File: config.mk
export PLATFORM = sky130hd
export DESIGN_NAME = delay_diff_ctrl_flat
export DESIGN_NICKNAME = d
export VERILOG_FILES = /design/src/rtl/delay_diff_ctrl_if.sv /design/src/rtl/delay_diff_ctrl.sv /design/src/flat_wrapper.sv
export SDC_FILE = /design/constraint.sdc
export NUM_CORES = 1
export LEC_CHECK = 0
export BUFFER_PORTS_ARGS = -buffer_cell sky130_fd_sc_hd__buf_2
export CAP_MARGIN = 15
export CORE_UTILIZATION = 54
export DETAILED_ROUTE_END_ITERATION = 10
export MAX_ROUTING_LAYER = met4
export PLACE_DENSITY = 0.79
export SYNTH_ARGS = -nofsm -noshare
export SYNTH_HDL_FRONTEND = slang
export SYNTH_SLANG_ARGS = --single-unit
File: constraint.sdc
create_clock -name clk -period 2.6 [get_ports clk]
set_input_delay 0.13 -clock clk [delete_from_list [all_inputs] [get_ports clk]]
set_output_delay 0.13 -clock clk [all_outputs]
set_load 0.05 [all_outputs]
File: src/rtl/delay_diff_ctrl_if.sv
// Config port for delay_diff_ctrl: valid/ready request plus an error pulse.
interface delay_diff_ctrl_if #(parameter int DELAY_W = 7);
  logic               cfg_valid;
  logic [DELAY_W-1:0] cfg_delay;
  logic               cfg_ready;
  logic               cfg_err;

  modport master (output cfg_valid, cfg_delay, input  cfg_ready, cfg_err);
  modport slave  (input  cfg_valid, cfg_delay, output cfg_ready, cfg_err);
endinterface

File: src/rtl/delay_diff_ctrl.sv
// Owns delay_sel for the delay-difference datapath, defers config commits to
// safe points, and qualifies datapath output against history fill state.
module delay_diff_ctrl #(
  parameter int DELAY_W       = 7,
  parameter int MIN_DELAY     = 1,
  parameter int MAX_DELAY     = 64,
  parameter int DEFAULT_DELAY = 8,
  parameter int PIPE_LAT      = 3   // must be >= 2
) (
  input  logic               clk,
  input  logic               rst_n,
  delay_diff_ctrl_if.slave   cfg,
  input  logic               sync_in,
  input  logic               valid_in,
  input  logic               dp_valid_out,
  output logic [DELAY_W-1:0] delay_sel,
  output logic               out_enable,
  output logic               locked,
  input  logic               blank_clr,
  output logic [15:0]        blank_cnt
);

  typedef enum logic {FILL = 1'b0, RUN = 1'b1} state_t;

  state_t              state;
  logic                pending;
  logic [DELAY_W-1:0]  shadow;
  logic                err_q;
  logic [2:0]          run_cnt;
  logic [PIPE_LAT-1:0] tag_pipe;

  logic               accept, in_range, commit, hist_ok;
  logic [DELAY_W:0]   need_sum;
  logic [DELAY_W-4:0] need;

  assign accept   = cfg.cfg_valid & ~pending;
  assign in_range = (int'(cfg.cfg_delay) >= MIN_DELAY) && (int'(cfg.cfg_delay) <= MAX_DELAY);
  // accept requires !pending, so accept and commit can never share an edge
  assign commit   = pending & (sync_in | ~valid_in);

  // columns of 16 samples needed to cover the selected delay: ceil(N/16)
  assign need_sum = {1'b0, delay_sel} + (DELAY_W+1)'(15);
  assign need     = need_sum[DELAY_W:4];
  assign hist_ok  = (DELAY_W-3)'(run_cnt) >= need;

  assign cfg.cfg_ready = ~pending;
  assign cfg.cfg_err   = err_q;
  assign locked        = (state == RUN);
  assign out_enable    = dp_valid_out & tag_pipe[PIPE_LAT-1];

  always_ff @(posedge clk or negedge rst_n) begin
    if (!rst_n) begin
      delay_sel <= DELAY_W'(DEFAULT_DELAY);
      shadow    <= '0;
      pending   <= 1'b0;
      err_q     <= 1'b0;
      run_cnt   <= '0;
      tag_pipe  <= '0;
      state     <= FILL;
      blank_cnt <= '0;
    end else begin
      err_q <= accept & ~in_range;
      if (accept && in_range) begin
        shadow  <= cfg.cfg_delay;
        pending <= 1'b1;
      end else if (commit) begin
        delay_sel <= shadow;
        pending   <= 1'b0;
      end

      // any gap invalidates history since the datapath shifts every clock
      if (!valid_in)          run_cnt <= '0;
      else if (run_cnt < 3'd4) run_cnt <= run_cnt + 3'd1;

      tag_pipe <= {tag_pipe[PIPE_LAT-2:0], valid_in & hist_ok};
      state    <= hist_ok ? RUN : FILL;

      if (blank_clr)
        blank_cnt <= '0;
      else if (dp_valid_out && !tag_pipe[PIPE_LAT-1] && blank_cnt != 16'hFFFF)
        blank_cnt <= blank_cnt + 16'd1;
    end
  end

endmodule
File: src/flat_wrapper.sv
// flat-port wrapper written by rule: the top's interface ports become plain ports
module delay_diff_ctrl_flat 
#(
  parameter int DELAY_W       = 7,
  parameter int MIN_DELAY     = 1,
  parameter int MAX_DELAY     = 64,
  parameter int DEFAULT_DELAY = 8,
  parameter int PIPE_LAT      = 3                  
)
  (clk, rst_n, sync_in, valid_in, dp_valid_out, delay_sel, out_enable, locked, blank_clr, blank_cnt, cfg_cfg_valid, cfg_cfg_delay, cfg_cfg_ready, cfg_cfg_err);
  delay_diff_ctrl_if #(.DELAY_W(DELAY_W)) cfg_i ();
  input  logic clk;
  input  logic rst_n;
  input  logic sync_in;
  input  logic valid_in;
  input  logic dp_valid_out;
  output logic [DELAY_W-1:0] delay_sel;
  output logic out_enable;
  output logic locked;
  input  logic blank_clr;
  output logic [15:0] blank_cnt;
  input wire logic [$bits(cfg_i.cfg_valid)-1:0] cfg_cfg_valid;
  input wire logic [$bits(cfg_i.cfg_delay)-1:0] cfg_cfg_delay;
  output wire logic [$bits(cfg_i.cfg_ready)-1:0] cfg_cfg_ready;
  output wire logic [$bits(cfg_i.cfg_err)-1:0] cfg_cfg_err;
  assign cfg_i.cfg_valid = cfg_cfg_valid;
  assign cfg_i.cfg_delay = cfg_cfg_delay;
  assign cfg_cfg_ready = cfg_i.cfg_ready;
  assign cfg_cfg_err = cfg_i.cfg_err;
  delay_diff_ctrl #(.DELAY_W(DELAY_W), .MIN_DELAY(MIN_DELAY), .MAX_DELAY(MAX_DELAY), .DEFAULT_DELAY(DEFAULT_DELAY), .PIPE_LAT(PIPE_LAT)) u_core (.clk(clk), .rst_n(rst_n), .cfg(cfg_i), .sync_in(sync_in), .valid_in(valid_in), .dp_valid_out(dp_valid_out), .delay_sel(delay_sel), .out_enable(out_enable), .locked(locked), .blank_clr(blank_clr), .blank_cnt(blank_cnt));
endmodule
==> results.cfg, run 1 <==
[yosys]
synthCells = 193
synth_fa_ha_area_frac = 0.0316
synth_cell_types = 41
yosysWarnings = 0
synth_area_per_cell_um2 = 10.3
synth_mux_area_frac = 0.0612
synthSimpleGateAreaFrac = 0.210
syn-num-nets = 212
synth-async-reset-ratio = 1.00
ys_ff_latch = 39
ys_seq_area_frac = 0.493
synthesis.area_um2 = 1980
synth_top_family_by_area = simple AND/OR/NAND/NOR gates
yosys.area_share.xor_xnor = 0.0265
synthFlopType = dfrtp_1
synth_compound_area_frac = 0.152
synth-edff-count = 0

[routing]
routed_wl_mm = 3.94
vias = 1607
via_per_inst = 5.66
post-route-drc-count = 0
first_pass_iters = 4
drt_iter0_drc = 117
post_drt_wl_per_cell_um = 13.9
drtAntennaViolNets = 0

[critical_path]
r2r_slack_ns = 0.47
r2r_start = u_core.delay_sel[2]
crit_path_end = u_core.tag_pipe[0]
critical_path.cell_chain = or4_1, xor2_1, ha_1, nand2b_1, a21o_1, a21oi_1, a211oi_1
critPathBufInv = 0
critPathLaunchType = flip-flop
cp.required_ns = 2.84
cp_max_fo = 3
worst_ep_arrival_time_ns = 2.37
reg2reg_to = u_core.tag_pipe[0]
critPathTopFamily = simple AND/OR/NAND/NOR gates
crit_cells = 7
critPathLaunch = u_core.delay_sel[2]
crit_type = reg2reg
cpPeakStageDelay_ns = 0.57
ff2ff_path_depth = 7
critPathSlowestCell = or4_1
end_kind = flip-flop

[cts]
cts_max_path_buffers = 2
cts_setup_buffers = 0
clock_latency_ns = 0.34
cts_hold_buf = 1
numCtsBuffers = 5
h-tree-depth = 2
cts_sinks = 39
tritoncts = yes
clk_pin_slew_ns = 0.13
cts-resized-gates = 0
cts_root_buf = clkbuf_4

[floorplan]
io_pins = 41
initial_core_util = 0.580
core_area_um2 = 3420
die_w_um = 62.6
rows = 21
dieArea_um2 = 3920
die_h_um = 62.6

[timing]
setup_slack_ns = 0.468
drv_slew = 0
maxSlewHeadroom = 0.436
clock_skew_ns = 0.0119
worst_hold_slack_ns = 0.0445
hold_violations = 0
min_period_over_period = 0.820
setup_violations = 0
rsz0062_at_grt = false
fmaxAchievable_mhz = 469
fin_crit_ns = 2.13
fin_setup_tns_ns = 0
worst_slew_pin_slew_ns = 0.846

[cells_and_area]
seq_area_um2 = 977
final_nets = 256
synthToLayoutAreaGrowth_pct = 15.6
multi_input_area_um2 = 953
final_cell_mix = buf_2 (40), dfrtp_1 (38), a21oi_1 (13), nor2_1 (12)
antennaDiodeCount = 0
mostFrequentLayoutCell = buf_2
design_area_um2 = 2290
fillers = 281
drive_gt1_frac = 0.256

[place]
placed_area_um2 = 2230
portBuffers = 40
place_congestion = 0.807
pre_cts_ws_ns = 0.474
dp_hpwl_mm = 2.94

[outcome]
status = completed

[grt]
grt_overflow = 0
antenna_found_initial = 0
grtUsageTotal = 0.238
grt_pass1_vias = 1584
grt_max_degree = 40
grt_pass1_wl_mm = 7.15

[hold_path]
hold_class = in2reg

[power]
vdd_drop_max_mv = 0.563
p_total_mw = 1.69
p_per_area_nw_per_um2 = 736
p_leak_nw = 1.04

[run]
maxCapViolCount = 0
-- registers in the layout, indices dropped and copies added (netlist names) --
signal              cells
u_core.cfg.cfg_err      1
u_core.tag_pipe         3
u_core.shadow           7
u_core.run_cnt          3
u_core.delay_sel        7
u_core.blank_cnt       16
u_core.locked           1
u_core.pending          1
-- synthesized netlist by cell type, types with 2 or more instances --
| cell type | count | area [µm²] |
|---|---|---|
| nand3_1 | 3 | 15.0 |
| ha_1 | 5 | 62.6 |
| nand2_1 | 10 | 37.5 |
| nor2b_1 | 5 | 31.3 |
| mux2i_1 | 2 | 20.0 |
| and3_1 | 2 | 12.5 |
| or3_1 | 4 | 25.0 |
| mux2_2 | 9 | 101 |
| a311oi_1 | 2 | 17.5 |
| xnor2_1 | 3 | 26.3 |
| clkbuf_1 | 3 | 11.3 |
| and2_1 | 2 | 12.5 |
| nand4_1 | 7 | 43.8 |
| o2bb2ai_1 | 4 | 35.0 |
| a31oi_1 | 2 | 12.5 |
| o31ai_1 | 5 | 37.5 |
| or4_1 | 7 | 52.6 |
| nor3_1 | 5 | 25.0 |
| nor4_1 | 3 | 18.8 |
| a22oi_1 | 4 | 30.0 |
| o21ai_0 | 10 | 50.1 |
| dfrtp_1 | 38 | 951 |
| nor2_1 | 12 | 45.0 |
| a21oi_1 | 13 | 65.1 |
| nand2b_1 | 7 | 43.8 |
| buf_2 | 2 | 10.0 |
| inv_1 | 8 | 30.0 |
| xor2_1 | 3 | 26.3 |
-- area by class of cell --
cell class                      instances  area share
Sequential cell                        39       0.427
Multi-Input combinational cell        141       0.416
Timing Repair Buffer                   42      0.0950
Tap cell                               46      0.0251
Clock buffer                            6      0.0180
Inverter                                8      0.0131
Clock inverter                          2     0.00601
-- metrics by stage --
stage           util  instances
5_1_grt        0.671        284
3_5_place_dp   0.652        275
6_report       0.671        284
2_1_floorplan      -        193
4_1_cts        0.671        284
3_3_place_gp   0.652        275
-- report_power, final --
part / total (mW) / switching (mW) / internal [mW]
sequential: 0.791 / 0.0823 / 0.709
combinational: 0.588 / 0.385 / 0.204
clock: 0.306 / 0.200 / 0.106
-- cells by family after synthesis --
group | after synthesis
flip-flops | 39
XOR/XNOR | 6
buffers and inverters | 13
AO/OA/AOI/OAI | 47
multiplexers | 11
AND/OR/NAND/NOR | 72
adder cells (fa/ha/maj) | 5
-- layer usage --
| metal | GRT usage | vias up | wire (µm) |
|---|---|---|---|
| li1 | - | 801 | - |
| met1 | 0.276 | 752 | 1670 |
| met2 | 0.417 | 50 | 2080 |
| met3 | 0.0456 | 4 | 166 |
| met4 | 0.0698 | 0 | 22 |
| met5 | - | - | 0 |
-- worst min-delay path by stage --
| stage | startpoint | to | depth (start not counted) |
|---|---|---|---|
| after floorplan | rst_n | u_core.blank_cnt[0] | 0 |
| after global placement | rst_n | u_core.blank_cnt[12] | 1 |
| after detailed placement | rst_n | u_core.blank_cnt[14] | 1 |
| after CTS | valid_in | u_core.pending | 2 |
| after global routing | valid_in | u_core.pending | 2 |
| final | valid_in | u_core.pending | 2 |
(Power assumes the default switching activity.)
==> inputs of run 2 (changes only) <==
--- a/config.mk
+++ b/config.mk
@@ -7,10 +7,10 @@
 export LEC_CHECK = 0
 export BUFFER_PORTS_ARGS = -buffer_cell sky130_fd_sc_hd__buf_2
 export CAP_MARGIN = 15
-export CORE_UTILIZATION = 54
+export CORE_UTILIZATION = 49
 export DETAILED_ROUTE_END_ITERATION = 10
 export MAX_ROUTING_LAYER = met4
-export PLACE_DENSITY = 0.79
+export PLACE_DENSITY = 0.75
 export SYNTH_ARGS = -nofsm -noshare
 export SYNTH_HDL_FRONTEND = slang
 export SYNTH_SLANG_ARGS = --single-unit
==> constraint.sdc (replaced) <==
create_clock -name clk -period 1.9 [get_ports clk]
set_input_delay 0.095 -clock clk [delete_from_list [all_inputs] [get_ports clk]]
set_output_delay 0.095 -clock clk [all_outputs]
set_load 0.05 [all_outputs]
==> run 2 against run 1 <==
Net effect:
- the run now ends with negative setup slack left
- via count up 1.4%
- sequential cell count unchanged
- design area increased by 5.1%
- die area grew 9.9%
- wire length rose by 2.4%
- clock power rose by 98%
- register-to-register slack worse by 0.57 ns
- largest cell class unchanged
==> results.cfg, run 2 (synthesized netlist as in run 1, its figures left out) <==
[outcome]
status = finished with violations
violations = negative setup slack

[place]
placed_area_um2 = 2280
portBuffers = 40
dp_hpwl_mm = 3.00
pre_cts_ws_ns = -0.0987
dp_cells = 283
place_congestion = 0.776

[grt]
grt_pass1_wl_mm = 7.04
grt_pass1_vias = 1549
antenna_found_initial = 0
grt_overflow = 0
grt_max_degree = 40
grtUsageTotal = 0.222

[routing]
drtAntennaViolNets = 0
first_pass_iters = 4
via_per_inst = 5.58
post_drt_wl_per_cell_um = 13.8
vias = 1630
post-route-drc-count = 0
routed_wl_mm = 4.03
drt_iter0_drc = 103

[cts]
cts_max_path_buffers = 2
numCtsBuffers = 5
tritoncts = yes
cts_sinks = 39
h-tree-depth = 2
clk_pin_slew_ns = 0.07
cts_root_buf = clkbuf_8
clock_latency_ns = 0.29

[run]
maxCapViolCount = 0

[cells_and_area]
design_area_um2 = 2410
fillers = 322
antennaDiodeCount = 0
drive_gt1_frac = 0.299
instances_no_fill = 292
largest_reg_flops = 16
final_nets = 262
top_regs = u_core.blank_cnt: 16 flops, u_core.delay_sel: 7 flops, u_core.shadow: 7 flops
final_util = 0.639
top_register = u_core.blank_cnt
synthToLayoutAreaGrowth_pct = 21.5
final_cell_mix = buf_2 (40), dfrtp_1 (36), a21oi_1 (12), nor2_1 (12)
mostFrequentLayoutCell = buf_2

[timing]
rsz0062_at_grt = true
setup_violations = 2
fmaxAchievable_mhz = 499
maxSlewHeadroom = 0.443
min_period_over_period = 1.06
hold_violations = 0
setup_slack_ns = -0.106
drv_slew = 0
worst_hold_slack_ns = 0.0658
worst_slew_pin_slew_ns = 0.835
fin_crit_ns = 2.01
clock_skew_ns = 0.00384

[floorplan]
dieArea_um2 = 4300
initial_core_util = 0.526
core_area_um2 = 3770
io_pins = 41
die_w_um = 65.6
die_h_um = 65.6
rows = 22

[hold_path]
whs_endpoint = u_core.pending
hold_class = in2reg
min_path_cells = 2
min-delay-start = valid_in

[critical_path]
cp.required_ns = 2.07
r2r_slack_ns = -0.11
reg2reg_to = u_core.locked
worst_ep_arrival_time_ns = 2.18
r2r_start = u_core.delay_sel[1]
critPathLaunchType = flip-flop
ff2ff_path_depth = 7
crit_type = reg2reg
end_kind = flip-flop
cp_max_fo = 3

[power]
p_leak_nw = 1.09
vdd_drop_max_mv = 0.581
p_per_area_nw_per_um2 = 1090
## run 2: cell count changes in the layout (fill, tap and decap cells not counted), sizes merged
cell,change
buf,+6
clkbuf,+2
clkinv,-2
## run 2: worst max-delay path by stage
stage | slack [ns] | start | endpoint
floorplan | -0.21 | u_core.delay_sel[1] | u_core.tag_pipe[0]
global placement | -0.04 | u_core.delay_sel[1] | u_core.tag_pipe[0]
detailed placement | -0.1 | u_core.delay_sel[1] | u_core.tag_pipe[0]
CTS | -0.11 | u_core.delay_sel[1] | u_core.tag_pipe[0]
global route | -0.19 | u_core.delay_sel[1] | u_core.locked
finish | -0.11 | u_core.delay_sel[1] | u_core.locked
## run 2: final cells by class
type                    count  area [µm²]  share of cell area
flip-flops and latches     39         980               0.407
inverters                   8        30.0              0.0125
repair buffers             48         263               0.109
multi-input cells         141         976               0.405
clock buffers               8         100              0.0416
well taps                  48        60.1              0.0249
## run 2: worst max-delay path, cell delays in order, from the launching register on
cell	delay (ns)
dfrtp_2	0.40
or4_4	0.54
xor2_2	0.16
ha_1	0.29
nand2b_4	0.13
a21o_1	0.16
a21oi_2	0.14
a21oi_1	0.06
## run 2: stage by stage
stage          TNS (ns)  power [mW]
2_1_floorplan    -0.405        1.72
3_3_place_gp    -0.0734        1.95
3_5_place_dp     -0.189        1.98
4_1_cts          -0.215        2.60
5_1_grt          -0.382        2.77
6_report         -0.204        2.61
## run 2: report_power, final
| group | switching, mW | total [mW] | internal (mW) |
|---|---|---|---|
| Clock | 0.274 | 0.605 | 0.331 |
| Combinational | 0.559 | 0.919 | 0.361 |
| Sequential | 0.116 | 1.09 | 0.975 |
## run 2: metal layers
metal	GRT usage	part of all wire	vias up	wire length, µm
met2	0.345	0.48	35	1940
met1	0.274	0.47	767	1880
li1	-	-	822	-
met4	0.0842	0.013	0	53
met5	-	0	-	0
met3	0.0625	0.038	6	155
## run 2: what timing repair did
action                                  CTS  global route
pin swaps                                 0             1
endpoints found under the setup margin    2             2
hold buffers                              1             0
hold endpoints to repair                 38             0
buffers inserted                          0             0
resized for setup                         0             2
==> inputs of run 3 (changes only) <==
--- a/config.mk
+++ b/config.mk
@@ -7,6 +7,8 @@
 export LEC_CHECK = 0
 export BUFFER_PORTS_ARGS = -buffer_cell sky130_fd_sc_hd__buf_2
 export CAP_MARGIN = 15
+export CORE_ASPECT_RATIO = 0.6
+export CORE_MARGIN = 2
 export CORE_UTILIZATION = 49
 export DETAILED_ROUTE_END_ITERATION = 10
 export MAX_ROUTING_LAYER = met4
==> run 3 against run 2 <==
Net effect:
- the flow still finishes with violations (negative setup slack)
- via count up 3.6%
- design area up 3.3%
- non-clock buffer count up 9
- core utilization up 2.2 points
- clock skew up 0.0029 ns
- register-to-register slack worse by 0.02 ns
- count of clock-buffer cells in the layout down 3
- wire length up 12%
- critical endpoint is now u_core.tag_pipe[0]
- highest routed layer unchanged
==> results.cfg, run 3 (synthesized netlist as in run 1, its figures left out) <==
[timing]
hold_violations = 0
setup_violations = 2
worst_hold_slack_ns = 0.0583
fin_setup_tns_ns = -0.248
worst_slew_pin_slew_ns = 0.491
rsz0062_at_grt = true
maxSlewHeadroom = 0.669
clock_skew_ns = 0.00671
fin_crit_ns = 2.03
setup_slack_ns = -0.131
fmaxAchievable_mhz = 492
min_period_over_period = 1.07
drv_slew = 0

[grt]
grt_pass1_vias = 1495
antenna_found_initial = 0
grt_max_degree = 23
grtUsageTotal = 0.225
grt_overflow = 0
grt_pass1_wl_mm = 7.33

[critical_path]
critical_path.cell_chain = or4_4, xor2_1, ha_1, nand2b_4, a21o_1, a21oi_2, a211oi_1
cp_max_fo = 3
critPathLaunchType = flip-flop
critPathTopFamily = simple AND/OR/NAND/NOR gates
cp.required_ns = 2.08
end_kind = flip-flop
cpPeakStageDelay_ns = 0.54
crit_type = reg2reg
critPathSlowestCell = or4_4
critPathBufInv = 0
worst_ep_arrival_time_ns = 2.21

[floorplan]
io_pins = 41
die_w_um = 86.1
dieArea_um2 = 4590
die_h_um = 53.3
core_area_um2 = 3760
rows = 17
initial_core_util = 0.526

[cells_and_area]
antennaDiodeCount = 0
top_register = u_core.blank_cnt
drive_gt1_frac = 0.332
mostFrequentLayoutCell = buf_2
fillers = 317
largest_reg_flops = 16
final_nets = 271
final_cell_mix = buf_2 (40), dfrtp_1 (35), buf_4 (16), a21oi_1 (12), nor2_1 (12)
top_regs = u_core.blank_cnt: 16 flops, u_core.delay_sel: 7 flops, u_core.shadow: 7 flops
instances_no_fill = 300
synthToLayoutAreaGrowth_pct = 25.5

[place]
dp_cells = 290
place_congestion = 0.782
dp_hpwl_mm = 3.36
pre_cts_ws_ns = -0.126
portBuffers = 40

[power]
vdd_drop_max_mv = 0.742
p_leak_nw = 1.14
p_total_mw = 2.73
p_per_area_nw_per_um2 = 1100

[cts]
cts_max_path_buffers = 2
tritoncts = yes
clk_pin_slew_ns = 0.08
cts_root_buf = clkbuf_8
clock_latency_ns = 0.30
cts_sinks = 39
h-tree-depth = 2
numCtsBuffers = 5

[routing]
drtAntennaViolNets = 0
post-route-drc-count = 0
post_drt_wl_per_cell_um = 15.1
vias = 1688
routed_wl_mm = 4.52
first_pass_iters = 4
via_per_inst = 5.63
drt_iter0_drc = 142

[outcome]
status = finished with violations
violations = negative setup slack

[hold_path]
hold_class = in2reg

[run]
maxCapViolCount = 0
==> run 3: layer usage <==
layer,vias up,GRT usage,wire [µm],part of all wire
met1,797,0.336,2320,0.51
met3,9,0.0515,230,0.051
met2,39,0.296,1910,0.42
met4,0,0.0794,62,0.014
met5,-,-,0,0
li1,843,-,-,-
==> run 3: final cells by class <==
class	count	area (µm²)	area share
multi-input cells	141	975	0.392
flip-flops and latches	39	981	0.394
clock buffers	5	68.8	0.0277
well taps	47	58.8	0.0236
clock inverters	3	43.8	0.0176
repair buffers	57	330	0.133
inverters	8	30.0	0.0121
==> run 3: what timing repair did <==
| action | 4_1_cts | 5_1_grt |
|---|---|---|
| gates resized for setup | 1 | 2 |
| buffers inserted | 1 | 0 |
| endpoints found under the setup margin | 2 | 11 |
| endpoints found under the hold margin | 18 | 0 |
| hold buffers | 1 | 0 |
| pin swaps | 0 | 1 |
==> run 3: final timing paths <==
check | startpoint | end | slack, ns | depth (start not counted)
max in group asynchronous | rst_n | u_core.run_cnt[0] | 1.09 | 3
min reg2reg | u_core.tag_pipe[0] | u_core.tag_pipe[1] | 0.35 | 0
min | valid_in | u_core.pending | 0.06 | 2
max reg2reg | u_core.delay_sel[1] | u_core.tag_pipe[0] | -0.13 | 7
min in group asynchronous | rst_n | u_core.blank_cnt[1] | 0.29 | 2
max | u_core.delay_sel[1] | u_core.tag_pipe[0] | -0.13 | 7
==> run 3: power by group <==
part	internal (mW)	total [mW]	switching [mW]
Clock	0.391	0.698	0.307
Sequential	0.974	1.08	0.110
Combinational	0.384	0.952	0.568
Total	1.75	2.73	0.986
==> run 3: stage by stage <==
step	cell area [µm²]	util
finish	2490	0.661
global route	2490	0.661
CTS	2480	0.659
floorplan	1990	-
global placement	2340	0.622
detailed placement	2340	0.622
